File: config.mk
export PLATFORM = sky130hd
export DESIGN_NAME = conv_mac_pipe
export DESIGN_NICKNAME = d
export VERILOG_FILES = /design/src/rtl/conv_mac_pipe.sv
export SDC_FILE = /design/constraint.sdc
export NUM_CORES = 1
export LEC_CHECK = 0
export BUFFER_PORTS_ARGS = -buffer_cell sky130_fd_sc_hd__buf_2
export CAP_MARGIN = 10
export CORE_MARGIN = 2
export CORE_UTILIZATION = 25
export DETAILED_ROUTE_END_ITERATION = 10
export GPL_ROUTABILITY_DRIVEN = 0
export PLACE_DENSITY = 0.46
export SYNTH_ARGS = -nofsm -noshare
export SYNTH_HDL_FRONTEND = slang
export SYNTH_SLANG_ARGS = --single-unit
export TNS_END_PERCENT = 1
File: constraint.sdc
create_clock -name clk -period 6.5 [get_ports clk]
set_input_delay 1.95 -clock clk [delete_from_list [all_inputs] [get_ports clk]]
set_output_delay 1.95 -clock clk [all_outputs]
set_load 0.005 [all_outputs]
File: src/rtl/conv_mac_pipe.sv
// LANES-wide signed MAC over valid/last-framed kernel windows, followed by a
// rounding saturating shift, optional ReLU and optional runtime-length max pooling.
module conv_mac_pipe #(
  parameter int LANES    = 3,
  parameter int PIX_W    = 8,
  parameter int ACC_W    = 20,
  parameter int OUT_W    = 8,
  parameter int SHFT_W   = 4,
  parameter int POOL_MAX = 4
) (
  input  logic                                clk,
  input  logic                                reset,
  input  logic                                in_valid,
  input  logic                                in_last,
  input  logic [LANES*PIX_W-1:0]              img_data,
  input  logic [LANES*PIX_W-1:0]              kern_data,
  input  logic [LANES-1:0]                    mask,
  input  logic [SHFT_W-1:0]                   shift,
  input  logic                                round_en,
  input  logic                                relu_en,
  input  logic                                pool_en,
  input  logic [$clog2(POOL_MAX+1)-1:0]       pool_len,
  input  logic                                pool_flush,
  input  logic                                flag_clr,
  output logic signed [OUT_W-1:0]             out_data,
  output logic                                out_valid,
  output logic                                acc_ovf,
  output logic                                out_sat
);

  localparam int PROD_W = 2 * PIX_W;
  localparam int SUM_W  = ACC_W + $clog2(LANES) + 1;
  localparam int RND_W  = ACC_W + 1;
  localparam int PL_W   = $clog2(POOL_MAX + 1);

  localparam logic signed [ACC_W-1:0] ACC_MAX = {1'b0, {(ACC_W-1){1'b1}}};
  localparam logic signed [ACC_W-1:0] ACC_MIN = {1'b1, {(ACC_W-1){1'b0}}};
  localparam logic signed [OUT_W-1:0] OUT_MAX = {1'b0, {(OUT_W-1){1'b1}}};
  localparam logic signed [OUT_W-1:0] OUT_MIN = {1'b1, {(OUT_W-1){1'b0}}};

  function automatic logic signed [ACC_W-1:0] sat_acc(input logic signed [SUM_W-1:0] v);
    if (v > SUM_W'(ACC_MAX))      sat_acc = ACC_MAX;
    else if (v < SUM_W'(ACC_MIN)) sat_acc = ACC_MIN;
    else                          sat_acc = v[ACC_W-1:0];
  endfunction

  function automatic logic signed [RND_W-1:0] rnd_shift(input logic signed [ACC_W-1:0] a,
                                                        input logic [SHFT_W-1:0] sh,
                                                        input logic rnd);
    logic signed [RND_W-1:0] r;
    r = RND_W'(a);
    if (rnd && sh != '0) r = r + (RND_W'(1) << (sh - SHFT_W'(1)));
    rnd_shift = r >>> sh;
  endfunction

  function automatic logic signed [OUT_W-1:0] sat_out(input logic signed [RND_W-1:0] v);
    if (v > RND_W'(OUT_MAX))      sat_out = OUT_MAX;
    else if (v < RND_W'(OUT_MIN)) sat_out = OUT_MIN;
    else                          sat_out = v[OUT_W-1:0];
  endfunction

  logic signed [PROD_W-1:0] r_prod_p1 [LANES];
  logic                     r_vld_p1, r_last_p1;
  logic signed [ACC_W-1:0]  r_acc_p2;
  logic                     r_fresh_p2, r_done_p2;
  logic signed [OUT_W-1:0]  r_res_p3;
  logic                     r_vld_p3;
  logic [PL_W-1:0]          r_pool_cnt;
  logic signed [OUT_W-1:0]  r_pool_max;
  logic signed [OUT_W-1:0]  r_out_data;
  logic                     r_out_valid, r_acc_ovf, r_out_sat;

  logic signed [PROD_W-1:0] w_prod [LANES];
  logic signed [SUM_W-1:0]  w_sum;
  logic                     w_acc_ovf;
  logic signed [RND_W-1:0]  w_rnd;
  logic                     w_sat_out;
  logic signed [OUT_W-1:0]  w_res;
  logic                     w_pool_bypass, w_emit;
  logic [PL_W-1:0]          w_cnt_nxt;
  logic signed [OUT_W-1:0]  w_max_nxt;

  always_comb begin
    for (int i = 0; i < LANES; i++) begin
      w_prod[i] = mask[i] ? PROD_W'($signed(img_data[i*PIX_W +: PIX_W])) *
                            PROD_W'($signed(kern_data[i*PIX_W +: PIX_W])) : '0;
    end
    // A fresh window starts from zero instead of the held accumulator
    w_sum = r_fresh_p2 ? '0 : SUM_W'(r_acc_p2);
    for (int i = 0; i < LANES; i++) w_sum = w_sum + SUM_W'(r_prod_p1[i]);
    w_acc_ovf = (w_sum > SUM_W'(ACC_MAX)) || (w_sum < SUM_W'(ACC_MIN));

    w_rnd     = rnd_shift(r_acc_p2, shift, round_en);
    w_sat_out = (w_rnd > RND_W'(OUT_MAX)) || (w_rnd < RND_W'(OUT_MIN));
    w_res     = sat_out(w_rnd);
    if (relu_en && w_res[OUT_W-1]) w_res = '0;

    w_pool_bypass = !pool_en || (pool_len <= PL_W'(1));
    w_cnt_nxt     = r_pool_cnt + PL_W'(r_vld_p3);
    w_max_nxt     = (r_vld_p3 && (r_pool_cnt == '0 || r_res_p3 > r_pool_max)) ? r_res_p3 : r_pool_max;
    w_emit        = (r_vld_p3 && w_cnt_nxt >= pool_len) || (pool_flush && w_cnt_nxt != '0);
  end

  always_ff @(posedge clk) begin
    if (reset) begin
      r_prod_p1   <= '{default: '0};
      r_vld_p1    <= 1'b0;
      r_last_p1   <= 1'b0;
      r_acc_p2    <= '0;
      r_fresh_p2  <= 1'b1;
      r_done_p2   <= 1'b0;
      r_res_p3    <= '0;
      r_vld_p3    <= 1'b0;
      r_pool_cnt  <= '0;
      r_pool_max  <= '0;
      r_out_data  <= '0;
      r_out_valid <= 1'b0;
      r_acc_ovf   <= 1'b0;
      r_out_sat   <= 1'b0;
    end else begin
      // S1: masked lane products
      r_prod_p1 <= w_prod;
      r_vld_p1  <= in_valid;
      r_last_p1 <= in_valid && in_last;
      // S2: saturating accumulate
      if (r_vld_p1) begin
        r_acc_p2   <= sat_acc(w_sum);
        r_fresh_p2 <= r_last_p1;
      end
      r_done_p2 <= r_vld_p1 && r_last_p1;
      // S3: round, shift, saturate, ReLU
      r_vld_p3 <= r_done_p2;
      if (r_done_p2) r_res_p3 <= w_res;
      // S4: direct output or max pooling
      r_out_valid <= 1'b0;
      if (w_pool_bypass) begin
        if (r_vld_p3) begin
          r_out_valid <= 1'b1;
          r_out_data  <= r_res_p3;
        end
      end else if (w_emit) begin
        r_out_valid <= 1'b1;
        r_out_data  <= w_max_nxt;
        r_pool_cnt  <= '0;
      end else if (r_vld_p3) begin
        r_pool_cnt <= w_cnt_nxt;
        r_pool_max <= w_max_nxt;
      end
      r_acc_ovf <= (r_vld_p1 && w_acc_ovf) || (r_acc_ovf && !flag_clr);
      r_out_sat <= (r_done_p2 && w_sat_out) || (r_out_sat && !flag_clr);
    end
  end

  assign out_data  = r_out_data;
  assign out_valid = r_out_valid;
  assign acc_ovf   = r_acc_ovf;
  assign out_sat   = r_out_sat;

endmodule

==> metrics.cfg <==
[floorplan]
io_pins = 78
num_rows = 90
die_w_um = 251
start_util = 0.253
die_y_um = 251
die_area_mm2 = 0.0631
core_mm2 = 0.0604

[synthesis]
synth_area_leader_cell = fa_1
synthArstFlopShare = 0
synthXorXnorAreaFrac = 0.0379
syn_nets = 2139
synth-seq-cells = 103
synth_ff_type = dfxtp_1
synth_warnings = 0
synth_edf_count = 0
synthTopCellsByCount = inv_1, fa_1, nor2_1, ha_1
synth_cell_types = 82
muxShareOfSynthArea = 0.0330
syn_inst = 1733
synth.most_common_cell = inv_1
synthSimpleGateAreaFrac = 0.196
synth_compound_area_frac = 0.153
synthTopCellsByArea = fa_1, dfxtp_1, ha_1
yosysSeqAreaShare = 0.135
yosys.area_share.adder = 0.377
synth_top_family_by_area = adder cells
syn-cell-area_mm2 = 0.0153
yosysTopAreaCellShare = 0.265
avgSynthCellArea_um2 = 8.81

[global_route]
gr-total-overflow = 0
grt_util_met2 = 0.229
grt_pass1_wl_um = 66300
grt_antenna_before_repair = 1
grt.busiest_layer = met2
grt.met3_usage = 0.0112
grtUsageMet1 = 0.169
grt_pass1_vias = 12800
grt_use_total = 0.129
grt_start_max_net_pins = 37

[placed_design]
portBuffers = 77
dp_hpwl_um = 33400
dp.cells = 2613

[final_layout]
final_core_util = 0.285
area.sequential_mm2 = 0.00206
n_fill_cell = 6482
drive_gt1_frac = 0.110
antenna_cells = 0
final_nets = 2248
fin_cells = 2628
multi_input_area_mm2 = 0.0122
synthToLayoutAreaGrowth_pct = 12.8

[timing]
clock_skew_ps = 11.4
fin_crit_sh = 0.941
slew_viol_final = 0
period_minus_slack_ps = 6110
tns_ps = 0
rsz0062_at_grt = false
finalHoldViolCount = 0
timing.fmax_mhz = 164
setup_viol = 0
holdWs_ps = 434
tightest_slew_ps = 904
relSlewSlack = 0.395

[cts]
htree_num_levels = 3
clock_path_buffers = 2
cts_buffers = 9
cts-resized-gates = 0
cts_root_buffer = clkbuf_16
cts_sinks = 103
cts_hold_buffers = 0
postCtsSetupBuffers = 0
path_clk_slew_ps = 70
worstSkewPairLatency_ps = 360
cts_tree = done

[route]
vias = 12300
drc_errors = 0
drt_pass1_iterations = 5
antenna_left = 0
wl_um = 39400
wl_per_cell_um = 15.0
drtIter0Drc = 561
viasPerCell = 4.68

[status]
status = finished, final reports clean

[power]
worst_ir_drop_vdd_uv = 121
power.leakage_nw = 7.96
power_density_mw_per_mm2 = 288

[setup_path]
worstSetupPathType = primary input to flop
crit_required_ps = 6810
crit_path_start_kind = primary input
crit_fanout = 10
cp-end-kind = flop
arrival_ps = 6420

[worst_hold_path]
hp-class = flop to flop

[job]
drv_cap = 0

-- registers in the layout (all words and copies together), names as in the netlist --
signal / flops
acc_ovf: 1
out_data: 8
out_sat: 1
out_valid: 1
r_acc_p2: 20
r_done_p2: 1
r_fresh_p2: 1
r_last_p1: 1
r_pool_cnt: 3
r_pool_max: 8
r_prod_p1: 48
r_res_p3: 8
r_vld_p1: 1
r_vld_p3: 1
-- area by class of cell --
class | instances | area share
Clock buffer | 9 | 0.0131
Clock inverter | 6 | 0.00298
Inverter | 218 | 0.0475
Multi-Input combinational cell | 1362 | 0.707
Sequential cell | 103 | 0.120
Tap cell | 782 | 0.0568
Timing Repair Buffer | 148 | 0.0533
-- final timing paths --
path / startpoint / to / slack [ps] / depth (start not counted)
setup / recovery: shift[1] / r_res_p3[6] / 390 / 18
setup reg to reg: r_prod_p1[1] / r_acc_p2[8] / 1480 / 16
hold reg to reg: r_last_p1 / r_done_p2 / 430 / 2
hold / removal: r_last_p1 / r_done_p2 / 430 / 2
-- kinds of logic after synthesis --
kind of cell | Yosys count
adder cells (fa/ha/maj) | 339
multiplexers | 44
flip-flops | 103
XOR/XNOR | 66
buffers and inverters | 268
AND/OR/NAND/NOR | 596
AO/OA/AOI/OAI | 317
-- power by group --
part           switching [mW]  internal, mW
registers               0.156         0.760
clock network           0.264         0.265
logic                    1.90          1.60
-- per-layer routing --
metal  wire (um)  up-vias
li1            -     6044
met1       18200     5989
met2       19500      224
met3        1120       39
met4         537        2
met5          16        -
-- metrics by stage --
step / setup slack [ps] / cell area, um^2 / power, mW
global placement: 74.3 / 16900 / 4.46
detailed placement: 35.5 / 16900 / 4.48
CTS: 422 / 17200 / 5.04
global route: 96.1 / 17200 / 5.58
finish: 386 / 17200 / 4.95
floorplan: 6.83 / 15300 / 3.60
-- worst max-delay path: stages --
cell and delay [ps]:
buf_2 130, buf_4 170, nand2_1 220, nor2_1 90
ha_1 400, a21oi_1 390, nand2_1 180, o21ai_1 300
a31oi_1 140, buf_4 160, buf_4 120, mux2i_1 160
o311ai_0 530, o221ai_1 290, a211o_1 300, o31a_1 280
o31ai_4 380, a221o_1 210
-- cells in the final DEF, fill, tap and decap left out, types with 6 or more instances in the layout --
cell type  instances
xnor2_1           48
a221o_1           28
clkbuf_16          9
a211o_1            8
buf_2             77
inv_1            216
nor2_1           142
nand2b_1          36
o21a_1            16
buf_4             71
fa_1             202
nand4_1            9
a21boi_0           7
a211oi_1          23
o31ai_1            6
mux2_2             7
o21ai_0           45
and3_1            10
and2_1           135
nor3_1            36
nand3_1           27
or3_1              8
mux2i_1           32
o21ai_2            6
a21oi_1           67
o211ai_1          11
nor2b_1           36
nand2_1          135
xor2_1            18
a31oi_1            8
a21o_1            23
dfxtp_1          103
ha_1             137
No activity file was read; power rests on OpenSTA's default activity.
